**src/rtl/mips_pipeline_pkg.sv**
```systemverilog
// Shared definitions for the MIPS pipeline sequencing logic: controller states,
// the hard-wired zero register and the default control-transfer wait limit.
package mips_pipeline_pkg;

    typedef enum logic [0:0] {
        RUN       = 1'b0,
        CTRL_WAIT = 1'b1
    } ctrl_state_e;

    localparam logic [4:0] REG_ZERO         = 5'd0;
    localparam int         MAX_WAIT_DEFAULT = 7;

endpackage

```
**src/rtl/hazard_compare.sv**
```systemverilog
// Combinational RAW detector: the ID sources against the EX and MEM writers.
// $zero is never a dependency, and WB needs no check because the register file writes first.
module hazard_compare
    import mips_pipeline_pkg::*;
(
    input  logic       id_uses_rs,
    input  logic       id_uses_rt,
    input  logic [4:0] id_rs,
    input  logic [4:0] id_rt,
    input  logic       ex_reg_write,
    input  logic [4:0] ex_write_reg,
    input  logic       mem_reg_write,
    input  logic [4:0] mem_write_reg,
    output logic       hazard
);

    function automatic logic src_hazard(input logic uses, input logic [4:0] src,
                                        input logic ex_we, input logic [4:0] ex_wr,
                                        input logic mem_we, input logic [4:0] mem_wr);
        return uses && (src != REG_ZERO) &&
               ((ex_we && (ex_wr == src)) || (mem_we && (mem_wr == src)));
    endfunction

    always_comb begin
        hazard = src_hazard(id_uses_rs, id_rs, ex_reg_write, ex_write_reg,
                            mem_reg_write, mem_write_reg) ||
                 src_hazard(id_uses_rt, id_rt, ex_reg_write, ex_write_reg,
                            mem_reg_write, mem_write_reg);
    end

endmodule

```
**src/rtl/pipeline_hazard_ctrl.sv**
```systemverilog
// Pipeline sequencing controller: RAW stall/bubble insertion and fetch freeze
// while a control transfer waits for its WB-resolved target.
module pipeline_hazard_ctrl
    import mips_pipeline_pkg::*;
#(
    parameter int MAX_WAIT    = MAX_WAIT_DEFAULT,
    parameter int STALL_CNT_W = 16
) (
    input  logic                   clk,
    input  logic                   reset,
    input  logic [4:0]             ID_Rs,
    input  logic [4:0]             ID_Rt,
    input  logic                   ID_UsesRs,
    input  logic                   ID_UsesRt,
    input  logic                   ID_IsCtrl,
    input  logic                   EX_RegWrite,
    input  logic                   MEM_RegWrite,
    input  logic [4:0]             EX_WriteRegister,
    input  logic [4:0]             MEM_WriteRegister,
    input  logic                   WB_Redirect,
    output logic                   PC_Write,
    output logic                   IF_ID_Write,
    output logic                   IF_ID_Flush,
    output logic                   ID_EX_Bubble,
    output logic                   Timeout,
    output logic [STALL_CNT_W-1:0] StallCycles,
    output logic                   CtrlBusy
);

    localparam int WC_W = $clog2(MAX_WAIT) + 1;

    ctrl_state_e            state_q, state_d;
    logic [WC_W-1:0]        wait_cnt_q, wait_cnt_d;
    logic [STALL_CNT_W-1:0] stall_q, stall_d;
    logic                   timeout_q, timeout_d;
    logic                   hazard;
    logic                   pc_w, ifid_w, flush, bubble;

    hazard_compare u_hazard_compare (
        .id_uses_rs    (ID_UsesRs),
        .id_uses_rt    (ID_UsesRt),
        .id_rs         (ID_Rs),
        .id_rt         (ID_Rt),
        .ex_reg_write  (EX_RegWrite),
        .ex_write_reg  (EX_WriteRegister),
        .mem_reg_write (MEM_RegWrite),
        .mem_write_reg (MEM_WriteRegister),
        .hazard        (hazard)
    );

    always_comb begin
        state_d    = state_q;
        wait_cnt_d = wait_cnt_q;
        timeout_d  = timeout_q;
        pc_w       = 1'b0;
        ifid_w     = 1'b0;
        flush      = 1'b0;
        bubble     = 1'b0;
        case (state_q)
            RUN: begin
                // A stalled ID instruction must not start a control sequence yet.
                if (hazard) begin
                    bubble = 1'b1;
                end else if (ID_IsCtrl) begin
                    ifid_w     = 1'b1;
                    flush      = 1'b1;
                    state_d    = CTRL_WAIT;
                    wait_cnt_d = '0;
                end else begin
                    pc_w   = 1'b1;
                    ifid_w = 1'b1;
                end
            end
            CTRL_WAIT: begin
                ifid_w = 1'b1;
                flush  = 1'b1;
                if (WB_Redirect) begin
                    pc_w    = 1'b1;
                    state_d = RUN;
                end else begin
                    wait_cnt_d = wait_cnt_q + WC_W'(1);
                    if (wait_cnt_q == WC_W'(MAX_WAIT - 1)) begin
                        state_d   = RUN;
                        timeout_d = 1'b1;
                    end
                end
            end
            default: state_d = RUN;
        endcase

        stall_d = stall_q;
        if (!pc_w && (stall_q != '1)) begin
            stall_d = stall_q + STALL_CNT_W'(1);
        end
    end

    always_ff @(posedge clk or negedge reset) begin
        if (!reset) begin
            state_q    <= RUN;
            wait_cnt_q <= '0;
            stall_q    <= '0;
            timeout_q  <= 1'b0;
        end else begin
            state_q    <= state_d;
            wait_cnt_q <= wait_cnt_d;
            stall_q    <= stall_d;
            timeout_q  <= timeout_d;
        end
    end

    // Pipeline enables are forced low for the whole time reset is held.
    assign PC_Write     = reset & pc_w;
    assign IF_ID_Write  = reset & ifid_w;
    assign IF_ID_Flush  = reset & flush;
    assign ID_EX_Bubble = reset & bubble;
    assign CtrlBusy     = reset & (state_q == CTRL_WAIT);
    assign Timeout      = timeout_q;
    assign StallCycles  = stall_q;

endmodule
```
**config.mk**
```make
export PLATFORM = sky130hd
export DESIGN_NAME = pipeline_hazard_ctrl
export DESIGN_NICKNAME = d
export VERILOG_FILES = /design/src/rtl/mips_pipeline_pkg.sv /design/src/rtl/hazard_compare.sv /design/src/rtl/pipeline_hazard_ctrl.sv
export SDC_FILE = /design/constraint.sdc
export NUM_CORES = 1
export LEC_CHECK = 0
export CAP_MARGIN = 5
export CORE_MARGIN = 5
export CORE_UTILIZATION = 46
export DETAILED_ROUTE_END_ITERATION = 8
export GPL_ROUTABILITY_DRIVEN = 0
export PLACE_DENSITY = 0.79
export SLEW_MARGIN = 20
export SYNTH_ARGS = -nofsm -noshare
export SYNTH_HDL_FRONTEND = slang
export SYNTH_SLANG_ARGS = --single-unit
export TNS_END_PERCENT = 20
```
**constraint.sdc**
```tcl
create_clock -name clk -period 3.85 [get_ports clk]
set_input_delay 1.155 -clock clk [delete_from_list [all_inputs] [get_ports clk]]
set_output_delay 1.155 -clock clk [all_outputs]
set_load 0.005 [all_outputs]
```
* After elaboration in Yosys (flattened, before gate mapping) *
Index checks and enable logic that the tools add are counted.

cells by class
  add/subtract/negate cells = 2
  equality and inequality tests = 9
  muxes and demuxes = 18
  bitwise logic cells = 7
  reduce and logical (&&, ||, !) cells = 17

operator list
  kind                                                  number
  equality test 5 bit                                   4
  adder 16 x 1 -> 16 bit (second input constant)        1
  != test 16 bit (second input constant)                1
  2-to-1 mux 4 bit                                      3
  2-to-1 mux 1 bit                                      10
  nonzero test 5 bit                                    2
  logical AND 1 bit                                     9
  one-hot mux 1 bit (2 select lines)                    4
  one-hot mux 4 bit (2 select lines)                    1
  != test 2 bit (second input constant)                 3
  AND reduction 3 bit                                   2
  AND 1 bit                                             5
  adder 4 x 1 -> 4 bit (second input constant)          1
  equality test 4 x 3 -> 1 bit (second input constant)  1
  logical OR 1 bit                                      3
  inverter 1 bit                                        2
  logical NOT 1 bit                                     1

storage, ports and cells
  register bits after elaboration = 22
  logic and storage cells = 57

* Depth between registers and ports, before layout *
  depth after elaboration = 9
  depth in mapped cells = 7
  depth with buffers taken out = 7

* Cells and area by module *
From an unflattened synthesis, not the netlist that was laid out.

second synthesis, totals
  cells, all modules = 148
  area, all modules = 1456.4 µm²

by module, submodules not included
  module                instances  cells each  area an instance (µm²)
  pipeline_hazard_ctrl  1          115         1194.9
  hazard_compare        1          33          261.5

* Worst setup path before layout *
Ideal clock, no wire load.

  kind = input-to-output
  start point = input ID_Rt[0]
  end point = output PC_Write
  arrival = 2404 ps
  required time = 2695 ps
  slack = 291 ps
  cell stages on the path = 5
  cell sequence = or4_1 o21ai_2 o221a_4 buf_6 o21a_1

on the way
  longest elaborated chain between the ends = 8
  elaborated cells between the ends (all ways) = 12

ends and longest elaborated chain
  element                               line                         text
  start: declaration                    pipeline_hazard_ctrl.sv:12   input logic [4:0] ID_Rt,
  equality test 5 bit                   hazard_compare.sv:21         ((ex_we && (ex_wr == src)) || (mem_we && (mem_wr == src)));
  logical AND 1 bit                     hazard_compare.sv:21
  logical OR 1 bit                      hazard_compare.sv:21
  logical AND 1 bit *                   hazard_compare.sv:20         return uses && (src != REG_ZERO) &&
  logical OR 1 bit *                    hazard_compare.sv:26         mem_reg_write, mem_write_reg) ||
  2-to-1 mux 1 bit *                    pipeline_hazard_ctrl.sv:62   if (hazard) begin
  one-hot mux 1 bit (2 select lines) *  pipeline_hazard_ctrl.sv:59   case (state_q)
  AND 1 bit *                           pipeline_hazard_ctrl.sv:112  assign PC_Write = reset & pc_w;
  end: declaration                      pipeline_hazard_ctrl.sv:21   output logic PC_Write,

Mark *: on every way between the ends. The rest lies on a longest branch, timed or not.

* Worst setup path in the final report *
  start point = input MEM_WriteRegister[1]
  end point = output IF_ID_Flush

on the way
  longest elaborated chain between the ends = 8
  elaborated cells between the ends (all ways) = 12

ends and longest elaborated chain
  element                               line                         text
  start: declaration                    pipeline_hazard_ctrl.sv:19   input logic [4:0] MEM_WriteRegister,
  equality test 5 bit                   hazard_compare.sv:21
  logical AND 1 bit                     hazard_compare.sv:21
  logical OR 1 bit                      hazard_compare.sv:21
  logical AND 1 bit                     hazard_compare.sv:20
  logical OR 1 bit *                    hazard_compare.sv:26
  2-to-1 mux 1 bit *                    pipeline_hazard_ctrl.sv:62
  one-hot mux 1 bit (2 select lines) *  pipeline_hazard_ctrl.sv:59
  AND 1 bit *                           pipeline_hazard_ctrl.sv:114  assign IF_ID_Flush = reset & flush;
  end: declaration                      pipeline_hazard_ctrl.sv:23   output logic IF_ID_Flush,

Marked as above.

==> summary.txt <==
Status: finished, violations left
Failing checks: setup timing
IO Count: 50
Crit path buffers/inverters: 4
Post-synth top cells: xor2_1 (29), dfrtp_1 (22), nand2_1 (15), nor3_2 (9), nand3_1 (8)
CTS Buf Count: 3
Row count: 21
Routed Antenna Nets: 0
Area Overhead vs Synth: 53.1%
DIE WIDTH: 67.8 um
Clock power frac: 14.3%
Port Buffers: 49
Worst Hold Class: register to register
Share of the synthesized area in the top cell type: 35.8%
Largest net degree at the start of global routing: 19
PD cells: 391 nW/um^2
TritonCTS Sinks: 22
FF+latch count, synth: 22
Drt first pass iters: 5
Root Driver: clkbuf_4
Longest Clk Path Bufs: 2
Htree depth: 1
Die Y: 67.8 um
Fraction of layout cells with a size suffix above 1: 34.4%
Fin. Hold Viols: 0
Drt drc: 0
Nets@finish: 259
Starting DRT DRC Count: 124
Family with the most delay on the worst path: simple AND/OR/NAND/NOR gates
Gr ovfl total: 0
Sequential power share: 42.9%
Met3 Wirelength: 259 um
Vias per Instance: 5.38
Final setup violation count: 4
Synth top area cells: dfrtp_1 (36%), xor2_1 (17%), nor3_2 (5.9%)
Worst Skew: 13.7 ps
Most used standard cell by instance count after synthesis: xor2_1
Synth Warn #: 0
Max layer used: met4
Max Slew Vio Count: 0
Fmax: 252 MHz
Unrepaired setup endpoints after global routing: yes
Sw Ratio: 36.4%
Via count: 1470
First-pass GRT wire length: 6950 um
Seq/Total Area, Yosys: 35.8%
Fin crit period: 3970 ps
Core area: 3280 um^2
Syn nets: 187
Worst Setup Slack, final: -124 ps
Worst VDD drop: 0.184 mV
Met2 wire len: 2140 um
Synth Flop Type: dfrtp_1
Non-Filler Instances: 273
Cell Chain, Critical Path: buf_6 -> xor2_2 -> nor4_2 -> a32oi_2 -> buf_4 -> buf_6 -> o221ai_4 -> nor2b_4 -> nor2b_1 -> buf_2
Inserted Diodes: 0
Starting Density: 46.8%
Asr flop ratio synth: 100%
Relative slew slack: 68.8%
Syn Std Cell Area: 1540 um^2
Drt wl/cell: 15.7 um
Worst-path clk slew: 120 ps
Crit-path slowest cell: nor4_2
CP max stage delay: 330 ps
Vias in the first global route: 1534
Yosys top cell by area: dfrtp_1
CP dominant cell by count: buf_6
Die ar.: 4600 um^2
Worst-margin pin slew: 469 ps
Crit path max fanout: 2
Clock insertion delay at the later pin of the skew report: 310 ps
Mapped Avg Cell Area: 9.86 um^2
Placed insts: 262
EDFF count, synth: 0
Netlist cell types: 36
Cell-internal power: 0.000586 W
Metal-1 WL: 1750 um
LEAKAGE: 1.02 nW
Total Power: 0.000921 W
Filler instances: 249
CP startpoint kind: input port
Initial antenna violation count: 0
Crit share post-route: 103%
Sw Pwr: 0.000335 W
Total wire length: 4290 um
Critical path class: input port to output pin
Cell count after synthesis: 156
Worst setup EP type: output pin
Total GRT Usage: 19.7%
HPWL after detailed placement: 3090 um
Max-cap violations: 0
Gate power share: 42.8%
CP Data Arrival Time: 2820 ps
CTS tree: yes
Req. time, crit path: 2690 ps
Final core utilization: 71.7%
## what timing repair did
item / 4_1_cts / 5_1_grt
cloned: 0 / 0
setup buffers: 8 / 0
endpoints found under the setup margin: 4 / 4
resized for setup: 100 / 20
pin swaps: 19 / 10
hold buffers: 0 / 0
## routing by layer
metal / up-vias / track usage, %
met5: - / 0
met4: 0 / 8.68
met3: 10 / 2.30
met2: 64 / 35.2
met1: 699 / 23.5
li1: 697 / -
## metrics by stage
| stage | hold WS (ps) | instance area (um^2) | setup slack (ps) | setup TNS [ps] |
|---|---|---|---|---|
| final | 502 | 2350 | -124 | -256 |
| after global routing | 528 | 2350 | -189 | -494 |
| after CTS | 505 | 2300 | -32.1 | -54.3 |
| after detailed placement | 485 | 2180 | -674 | -2530 |
| after global placement | 453 | 2180 | -630 | -2410 |
| after floorplan | 466 | 1540 | 291 | 0 |
## registers in the layout, summed over array words and instances (netlist names)
| signal | count |
|---|---|
| Timeout | 1 |
| wait_cnt_q | 4 |
| state_q | 1 |
| StallCycles | 16 |
## power by group through the flow
stage	clock [W]	sequential [W]	combinational, W
final	0.000132	0.000395	0.000394
after global placement	0	0.000393	0.000366
after CTS	0.000132	0.000394	0.000389
after floorplan	0	0.000381	0.000175
after detailed placement	0	0.000398	0.000382
after global routing	0.000142	0.000411	0.000434
## cell families (layout without fill, tap and decap cells)
group                    count (synthesis)  in the layout  synth area share (%)
AO/OA/AOI/OAI                           18             18                  9.11
XOR/XNOR                                34             34                  19.4
adder cells (fa/ha/maj)                  3              3                  2.44
buffers and inverters                    6             77                  1.95
flip-flops                              22             22                  35.8
multiplexers                             3              3                  2.20
AND/OR/NAND/NOR                         70             70                  29.1
## placed cells by master (no fill, tap or decap), drive strengths merged, types with 5 or more instances in the layout
cell           instances
clkdlybuf4s15          5
nand4                  6
buf                   39
dfrtp                 22
o21ai                  6
nand3                  8
nor3                  12
and2                   5
xor2                  29
clkdlybuf4s50         25
nor2b                  5
nand2                 15
xnor2                  5
clkbuf                 5
## worst register-to-register path: cells and delay by family, from the launching register on
kind,cells,cell delay [ps]
flip-flops,1,660
multiplexers,1,340
buffers and inverters,1,210
AND/OR/NAND/NOR,2,400
AO/OA/AOI/OAI,1,140
## final timing paths
kind / cells past startpoint / from / endpoint / slack, ps
min in group asynchronous: 1 / reset / wait_cnt_q[2] / 1110
hold / removal: 1 / StallCycles[15] / StallCycles[15] / 500
max in group asynchronous: 2 / reset / StallCycles[7] / 2150
hold reg to reg: 1 / StallCycles[15] / StallCycles[15] / 500
setup reg to reg: 5 / state_q / StallCycles[12] / 1990
setup / recovery: 10 / MEM_WriteRegister[1] / IF_ID_Flush / -120
## cell type report
class | count | area (um^2) | area share [%]
well taps | 46 | 57.6 | 2.45
flip-flops and latches | 22 | 551 | 23.4
inverters | 2 | 7.51 | 0.319
repair buffers | 71 | 616 | 26.2
multi-input cells | 128 | 1090 | 46.1
clock buffers | 4 | 36.3 | 1.54
Power figures use the tool's default switching activity.
